`config.mk`:
```
export PLATFORM = sky130hd
export DESIGN_NAME = line_editor_flat
export DESIGN_NICKNAME = d
export VERILOG_FILES = /design/src/rtl/line_editor_if.sv /design/src/rtl/line_editor.sv /design/src/flat_wrapper.sv
export SDC_FILE = /design/constraint.sdc
export NUM_CORES = 1
export LEC_CHECK = 0
export CAP_MARGIN = 10
export CORE_AREA = 2 2 178 180
export DETAILED_ROUTE_END_ITERATION = 12
export DIE_AREA = 0 0 180 182
export PLACE_DENSITY = 0.77
export SETUP_SLACK_MARGIN = 0.3
export SKIP_CTS_REPAIR_TIMING = 1
export SLEW_MARGIN = 20
export SYNTH_ARGS = -nofsm -noshare
export SYNTH_HDL_FRONTEND = slang
export SYNTH_SLANG_ARGS = --single-unit
```
`constraint.sdc`:
```
create_clock -name clk -period 3.3 [get_ports clk]
set_input_delay 0.495 -clock clk [delete_from_list [all_inputs] [get_ports clk]]
set_output_delay 0.495 -clock clk [all_outputs]
set_load 0.03 [all_outputs]
```
`src/rtl/line_editor_if.sv`:
```
// line_editor_if: editor event inputs, the ready handshake, and the render/status outputs.
interface line_editor_if #(
  parameter int SYMBOL_WIDTH = 7,
  parameter int MAX_LEN = 32
);
  localparam int PW = $clog2(MAX_LEN + 1);
  logic left;
  logic right;
  logic backspace;
  logic [SYMBOL_WIDTH-1:0] symbol;
  logic ready;
  logic [PW-1:0] rd_addr;
  logic [SYMBOL_WIDTH-1:0] rd_symbol;
  logic [PW-1:0] length;
  logic [PW-1:0] cursor;
  logic changed;
  modport master (
    output left, right, backspace, symbol, rd_addr,
    input ready, rd_symbol, length, cursor, changed
  );
  modport slave (
    input left, right, backspace, symbol, rd_addr,
    output ready, rd_symbol, length, cursor, changed
  );
endinterface

```
`src/rtl/line_editor.sv`:
```
// line_editor: single-line symbol buffer with a cursor. Insert and delete shift the line one entry per cycle.
// Define LINE_EDITOR_WRAP_EN to make left/right wrap around at the ends; by default the cursor saturates.
module line_editor #(
  parameter int SYMBOL_WIDTH = 7,
  parameter int MAX_LEN = 32
) (
  input logic clk,
  input logic rst_n,
  line_editor_if.slave bus
);
  localparam int PW = $clog2(MAX_LEN + 1);
  localparam int AW = MAX_LEN > 1 ? $clog2(MAX_LEN) : 1;
  typedef enum logic [1:0] {IDLE, INSERT, DELETE} state_t;
  state_t state_q, state_d;
  logic [PW-1:0] len_q, len_d, cur_q, cur_d, idx_q, idx_d;
  logic [SYMBOL_WIDTH-1:0] sym_q, sym_d, wd;
  logic chg_q, chg_d, we;
  logic [AW-1:0] wa;
  logic [SYMBOL_WIDTH-1:0] line_q [MAX_LEN];
  logic [PW-1:0] prev_idx, next_idx;
  assign prev_idx = idx_q - PW'(1);
  assign next_idx = idx_q + PW'(1);
  always_comb begin
    state_d = state_q;
    len_d = len_q;
    cur_d = cur_q;
    idx_d = idx_q;
    sym_d = sym_q;
    chg_d = 1'b0;
    we = 1'b0;
    wa = idx_q[AW-1:0];
    wd = '0;
    case (state_q)
      IDLE: begin
        if (bus.left) begin
`ifdef LINE_EDITOR_WRAP_EN
          cur_d = cur_q != '0 ? cur_q - PW'(1) : len_q;
          chg_d = cur_q != '0 || len_q != '0;
`else
          cur_d = cur_q != '0 ? cur_q - PW'(1) : cur_q;
          chg_d = cur_q != '0;
`endif
        end else if (bus.right) begin
`ifdef LINE_EDITOR_WRAP_EN
          cur_d = cur_q != len_q ? cur_q + PW'(1) : '0;
          chg_d = cur_q != len_q || len_q != '0;
`else
          cur_d = cur_q != len_q ? cur_q + PW'(1) : cur_q;
          chg_d = cur_q != len_q;
`endif
        end else if (bus.backspace) begin
          if (cur_q != '0) begin
            idx_d = cur_q - PW'(1);
            state_d = DELETE;
          end
        end else if (bus.symbol != '0 && len_q != PW'(MAX_LEN)) begin
          sym_d = bus.symbol;
          idx_d = len_q;
          state_d = INSERT;
        end
      end
      // Ripple the tail right from the end until the gap reaches the cursor.
      INSERT: begin
        we = 1'b1;
        if (idx_q == cur_q) begin
          wd = sym_q;
          len_d = len_q + PW'(1);
          cur_d = cur_q + PW'(1);
          chg_d = 1'b1;
          state_d = IDLE;
        end else begin
          wd = line_q[prev_idx[AW-1:0]];
          idx_d = prev_idx;
        end
      end
      DELETE: begin
        we = 1'b1;
        if (idx_q == len_q - PW'(1)) begin
          len_d = len_q - PW'(1);
          cur_d = cur_q - PW'(1);
          chg_d = 1'b1;
          state_d = IDLE;
        end else begin
          wd = line_q[next_idx[AW-1:0]];
          idx_d = next_idx;
        end
      end
      default: state_d = IDLE;
    endcase
  end
  always_ff @(posedge clk or negedge rst_n) begin
    if (!rst_n) begin
      state_q <= IDLE;
      len_q <= '0;
      cur_q <= '0;
      idx_q <= '0;
      sym_q <= '0;
      chg_q <= 1'b0;
      for (int i = 0; i < MAX_LEN; i++) line_q[i] <= '0;
    end else begin
      state_q <= state_d;
      len_q <= len_d;
      cur_q <= cur_d;
      idx_q <= idx_d;
      sym_q <= sym_d;
      chg_q <= chg_d;
      if (we) line_q[wa] <= wd;
    end
  end
  assign bus.ready = state_q == IDLE;
  assign bus.rd_symbol = bus.rd_addr < len_q ? line_q[bus.rd_addr[AW-1:0]] : '0;
  assign bus.length = len_q;
  assign bus.cursor = cur_q;
  assign bus.changed = chg_q;
endmodule

```
`src/flat_wrapper.sv`:
```
// flat-port wrapper written by rule: the top's interface ports become plain ports
module line_editor_flat 
#(
  parameter int SYMBOL_WIDTH = 7,
  parameter int MAX_LEN = 32
)
  (clk, rst_n, bus_left, bus_right, bus_backspace, bus_symbol, bus_rd_addr, bus_ready, bus_rd_symbol, bus_length, bus_cursor, bus_changed);
  line_editor_if #(.SYMBOL_WIDTH(SYMBOL_WIDTH), .MAX_LEN(MAX_LEN)) bus_i ();
  input logic clk;
  input logic rst_n;
  input wire logic [$bits(bus_i.left)-1:0] bus_left;
  input wire logic [$bits(bus_i.right)-1:0] bus_right;
  input wire logic [$bits(bus_i.backspace)-1:0] bus_backspace;
  input wire logic [$bits(bus_i.symbol)-1:0] bus_symbol;
  input wire logic [$bits(bus_i.rd_addr)-1:0] bus_rd_addr;
  output wire logic [$bits(bus_i.ready)-1:0] bus_ready;
  output wire logic [$bits(bus_i.rd_symbol)-1:0] bus_rd_symbol;
  output wire logic [$bits(bus_i.length)-1:0] bus_length;
  output wire logic [$bits(bus_i.cursor)-1:0] bus_cursor;
  output wire logic [$bits(bus_i.changed)-1:0] bus_changed;
  assign bus_i.left = bus_left;
  assign bus_i.right = bus_right;
  assign bus_i.backspace = bus_backspace;
  assign bus_i.symbol = bus_symbol;
  assign bus_i.rd_addr = bus_rd_addr;
  assign bus_ready = bus_i.ready;
  assign bus_rd_symbol = bus_i.rd_symbol;
  assign bus_length = bus_i.length;
  assign bus_cursor = bus_i.cursor;
  assign bus_changed = bus_i.changed;
  line_editor #(.SYMBOL_WIDTH(SYMBOL_WIDTH), .MAX_LEN(MAX_LEN)) u_core (.clk(clk), .rst_n(rst_n), .bus(bus_i));
endmodule
```
Word level (Yosys, flattened, before mapping)
Cells that the tools add are included.
Cells by class
  eq/ne operators: 17
  reduce and logical (&&, ||, !) cells: 13
  order comparisons: 6
  add/sub/neg operators: 6
  bitwise operators: 7
  mux-type cells: 47
Operators with widths (number)
  $bwmux W224: 1
  $bmux W7 S5: 3
  $mux W6: 14
  $mux W7: 10
  $pmux W6 S3: 2
  $demux W7 S5: 1
  $ge A6 B6 Y1 const B: 4
  $not A5 Y6: 4
  $add A6 B1 Y6 const B: 3
  $sub A6 B1 Y6 const B: 3
  $mux W2: 7
  $pmux W7 S2: 1
  $eq A6 B6 Y1: 2
  $ne A3 B2 Y1 const B: 4
  $pmux W6 S2: 1
  $reduce_and A6 Y1: 2
  $ne A2 B2 Y1 const B: 4
  $reduce_and A7 Y1: 1
  $reduce_bool A7 Y1: 1
  $lt A6 B1 Y1 const B: 1
  $lt A6 B6 Y1: 1
  $ne A6 B6 Y1: 1
  $ne A6 B6 Y1 const B: 1
  $pmux W2 S3: 1
  15 further kinds: 23
Word-level totals
  output and inout port bits: 21
  word-level logic and storage cells: 134
  register bits: 252
  input bits: 18

Depth between registers and ports, before layout
  depth in word-level cells: 8
  gate-level depth with buffers: 17
  gate-level depth less buffers: 8

Worst setup path after synthesis
OpenSTA, ideal clock, no wires.
  path type: flip-flop to flip-flop
  start: reg u_core.idx_q[0]
  end: reg u_core.line_q[134] (netlist name)
  cell stages (with the launch flop): 17
  required time: 3.162 ns
  path slack: -0.223 ns
  arrival time: 3.385 ns
  cells stage by stage: dfrtp_1 > buf_6 > buf_6 > buf_6 > buf_6 > buf_4 > inv_1 > ha_1 > buf_2 > buf_2 > clkbuf_1 > mux4_2 > mux2i_1 > o21ai_0 > a32oi_2 > buf_6 > a31oi_2
On the way
  word-level cells in the longest chain between the ends: 8
RTL lines
  from (decl): line line_editor.sv:15  | logic [PW-1:0] len_q, len_d, cur_q, cur_d, idx_q, idx_d;
  from (signal assigned): line line_editor.sv:104  | idx_q <= idx_d;
  $add A6 B1 Y6 / $sub A6 B1 Y6 (equally long branches): line line_editor.sv:22, line_editor.sv:21
  $not A5 Y6, on equally long branches: line line_editor.sv:84, line_editor.sv:72
  $bmux W7 S5, on equally long branches: line line_editor.sv:84, line_editor.sv:72
  $mux W7, on equally long branches (2 in series): line line_editor.sv:84, line_editor.sv:72
  $mux W7, on equally long branches: line line_editor.sv:78, line_editor.sv:65
  $pmux W7 S2: line line_editor.sv:33  | case (state_q)
  $bwmux W224 (*): line line_editor.sv:107  | if (we) line_q[wa] <= wd;
  to (signal, indexed assignment): line line_editor.sv:107
  to (decl): line line_editor.sv:19  | logic [SYMBOL_WIDTH-1:0] line_q [MAX_LEN];
Every way passes the cells marked *; elsewhere a longest branch is shown, timed or not. The select of a mux whose other input is x is not followed.
A chain may end at the register's enable or synchronous reset.

Final worst setup path
  start: reg u_core.idx_q[1]
  end: reg u_core.line_q[151] (netlist name)
The elaborated chain is that of the path after synthesis.

==> flow_summary.toml <==
[run_status]
status = "complete, but fails checks"
violations = "hold timing"

[synthesis]
netlist-cell-type-count = 74
syn_area_um2 = 17670
ys_seq_area_frac = 0.3569
synth_flop_cell = "dfrtp_1"
syn_nets = 1558
synth_edf_count = 0
avgSynthCellArea_um2 = 11.62
async_reset_ff_frac = 1.000
ys.warnings.count = 0
syn-instance-count = 1521
synth-seq-cells = 252

[setup_path]
cpMaxStageDelayCell = "a221oi_2"
crit_path_start = "u_core.idx_q[1]"
cp.depth = 11
path_cells = "inv_1, ha_4, clkbuf_2, buf_4, mux4_2, nor2b_1, a221oi_2, nor4_1, nand2_2, buf_12, a31oi_2"
crit-reg2reg-capture = "u_core.line_q[151]"
reg2reg_depth = 11
rrSetupSlack_ps = 150
rr_startpoint = "u_core.idx_q[1]"
endpoint = "u_core.line_q[151]"
worst-endpoint-arrival_ps = 3570
worst-path-max-fanout = 24
critPathKind = "flop to flop"
critPathLaunchType = "flop"
crit_buf_inv = 4
max_stage_delay_ps = 470
cp_top_family = "buffers and inverters"
cp.required_ps = 3710
cp-end-kind = "flop"

[timing]
setup_violations = 0
slew_headroom = 0.4775
setup_tns_ps = 0
rsz0062_at_grt = "true"
whs_ps = -58.10
worst_pin_slew_ps = 783.8
worst_slack_ps = 147.9
hold_viol = 80
max_freq_mhz = 317.3
fin_crit_sh = 0.9552
finalClockSkew_ps = 36.16
drv_slew = 0
final.min_clock_period_ps = 3152

[routing]
avgViaCountPerCell = 7.654
drt-wirelength-per-cell_um = 30.02
drt_iter0_drc = 2678
drtAntennaViolNets = 0
drc = 0
firstDrtPassIters = 7
vias = 15530
wirelength_mm = 60.90

[place]
placed_area_um2 = 19110
dp_slack_ps = 101.4
dp_hpwl_mm = 37.52
io_buffers = 38
gp_congestion = 1.010
placed_cells = 1930

[grt]
grt_usage = 0.3423
first_global_vias = 14270
overflow = 0
grt_max_degree = 86
antenna_found_initial = 0
grt_pass1_wl_mm = 86.87

[cts]
cts.sinks = 252
worstSkewPairLatency_ps = 570
ctsRootBufferMaster = "clkbuf_16"
cts_tree = "done"
cts.path.max_buffers = 3
cts.clk_slew.worst_paths_ps = 60
numCtsBuffers = 28
cts_htree_levels = 1

[pwr]
powerDensity_nw_per_um2 = 1162
total_power_w = 0.02434
vdd_drop_max_mv = 0.7612
power.leakage_nw = 8.186

[floorplan]
start_util = 0.5702
die_y_um = 182
num_rows = 65
chipWidth_um = 180
dieArea_um2 = 32760
ios = 39
coreArea_um2 = 30990

[min_path]
hold_class = "input pin to asynchronous set/reset pin"

[job]
cap_violations = 0

[final_layout]
syn_to_final_growth_pct = 18.59
diodes = 0
final_net_count = 1642
final_cell_area_um2 = 20950
final_cells = 2029
fill_cells = 2046
layout-drive-gt1-share = 0.3860
==> report_power, final <==
part	internal (W)	switching, W	leakage, nW
sequential	0.00439	0.00161	3.26
clock	0.00187	0.00136	0.461
combinational	0.00711	0.00801	4.47
total	0.0134	0.0110	8.19
==> Yosys cell counts (8+ instances only) <==
cell type  instances  area (µm²)
nor3_1            20       100.1
mux2_2            14       157.7
inv_1             18       67.56
a21oi_1           32       160.2
ha_1              19       237.7
mux2i_1           30       300.3
clkbuf_1          66       247.7
mux4_2           176        3964
xor2_1             8       70.07
xnor2_1           25       219.0
nor4_1            10       62.56
nor2b_1           30       187.7
a221oi_1          18       157.7
nand3_1           12       60.06
nor2_1           275        1032
a211oi_1          31       232.7
o21ai_0           21       105.1
a31oi_1          111       694.4
a31oi_2          121        1514
nand2_1           28       105.1
buf_6             23       259.0
dfrtp_1          252        6306
buf_2             60       300.3
==> cell type report <==
type	count	area, µm²	share of cell area
multi-input combinational	1088	10780	0.5144
tap	402	503.0	0.02401
timing repair buffer	217	2346	0.1120
inverter	18	70.07	0.003344
sequential	252	6315	0.3014
clock buffer	43	858.3	0.04096
clock inverter	9	82.58	0.003941
==> worst reg2reg max path, cell delays in order (launching register included) <==
cell and delay (ps):
dfrtp_2 460, inv_1 140, ha_4 410, clkbuf_2 250, buf_4 150, mux4_2 300, nor2b_1 150, a221oi_2 470
nor4_1 170, nand2_2 160, buf_12 230, a31oi_2 120
==> cell families after synthesis <==
kind of cell	synth area share
flops	0.3569
simple gates	0.1054
mux	0.2535
compound gates	0.1991
buf+inv	0.05439
xor+xnor	0.01728
fa+ha+maj	0.01346
==> sequential cells by signal (all words and copies together) (netlist names) <==
signal              count
u_core.bus.changed      1
u_core.bus.cursor       6
u_core.bus.length       6
u_core.idx_q            6
u_core.line_q         224
u_core.state_q          2
u_core.sym_q            7
==> layer usage <==
layer  vias up  global-route usage  routed length, µm
met5         -                   0                 34
met4         2              0.1711               4403
met3       377             0.09727               8853
met2      1467              0.5200              27190
met1      7592              0.4544              20420
li1       6091                   -                  -
==> how the worst min path moves through the flow <==
| stage | start | endpoint | slack, ps | cells past startpoint |
|---|---|---|---|---|
| final | rst_n | u_core.bus.cursor[2] | -60 | 1 |
| after detailed placement | u_core.sym_q[3] | u_core.sym_q[3] | 540 | 1 |
| after floorplan | rst_n | u_core.bus.changed | 200 | 0 |
| after CTS | rst_n | u_core.bus.cursor[2] | -30 | 1 |
| after global placement | rst_n | u_core.bus.cursor[3] | 550 | 1 |
| after global routing | rst_n | u_core.bus.cursor[2] | 0.5 | 1 |
==> stage by stage <==
step           hold slack (ps)  utilization
2_1_floorplan            199.4            -
3_3_place_gp             546.6       0.6168
3_5_place_dp             544.3       0.6168
4_1_cts                 -33.15       0.6471
5_1_grt                 0.4814       0.6762
6_report                -58.10       0.6762
==> cell usage in the layout, fill, tap and decap left out, types with 6 or more instances in the layout <==
| cell type | synthesis | routed |
|---|---|---|
| a211oi_1 | 31 | 14 |
| a211oi_2 | 0 | 11 |
| a211oi_4 | 0 | 6 |
| a21oi_1 | 32 | 24 |
| a21oi_2 | 0 | 6 |
| a221oi_1 | 18 | 15 |
| a221oi_2 | 6 | 9 |
| a31oi_1 | 111 | 111 |
| a31oi_2 | 121 | 121 |
| buf_12 | 0 | 31 |
| buf_4 | 6 | 132 |
| buf_6 | 23 | 11 |
| clkbuf_1 | 66 | 6 |
| clkbuf_16 | 0 | 37 |
| clkbuf_8 | 0 | 8 |
| clkdlybuf4s50_1 | 0 | 27 |
| dfrtp_1 | 252 | 247 |
| ha_1 | 19 | 16 |
| inv_1 | 18 | 15 |
| mux2_2 | 14 | 14 |
| mux2i_1 | 30 | 22 |
| mux4_2 | 176 | 176 |
| nand2_1 | 28 | 24 |
| nand3_1 | 12 | 12 |
| nor2_1 | 275 | 275 |
| nor2b_1 | 30 | 30 |
| nor3_1 | 20 | 20 |
| nor4_1 | 10 | 9 |
| o21ai_0 | 21 | 19 |
| o22a_1 | 6 | 6 |
| xnor2_1 | 25 | 25 |
| xor2_1 | 8 | 8 |
(Power assumes the default switching activity.)
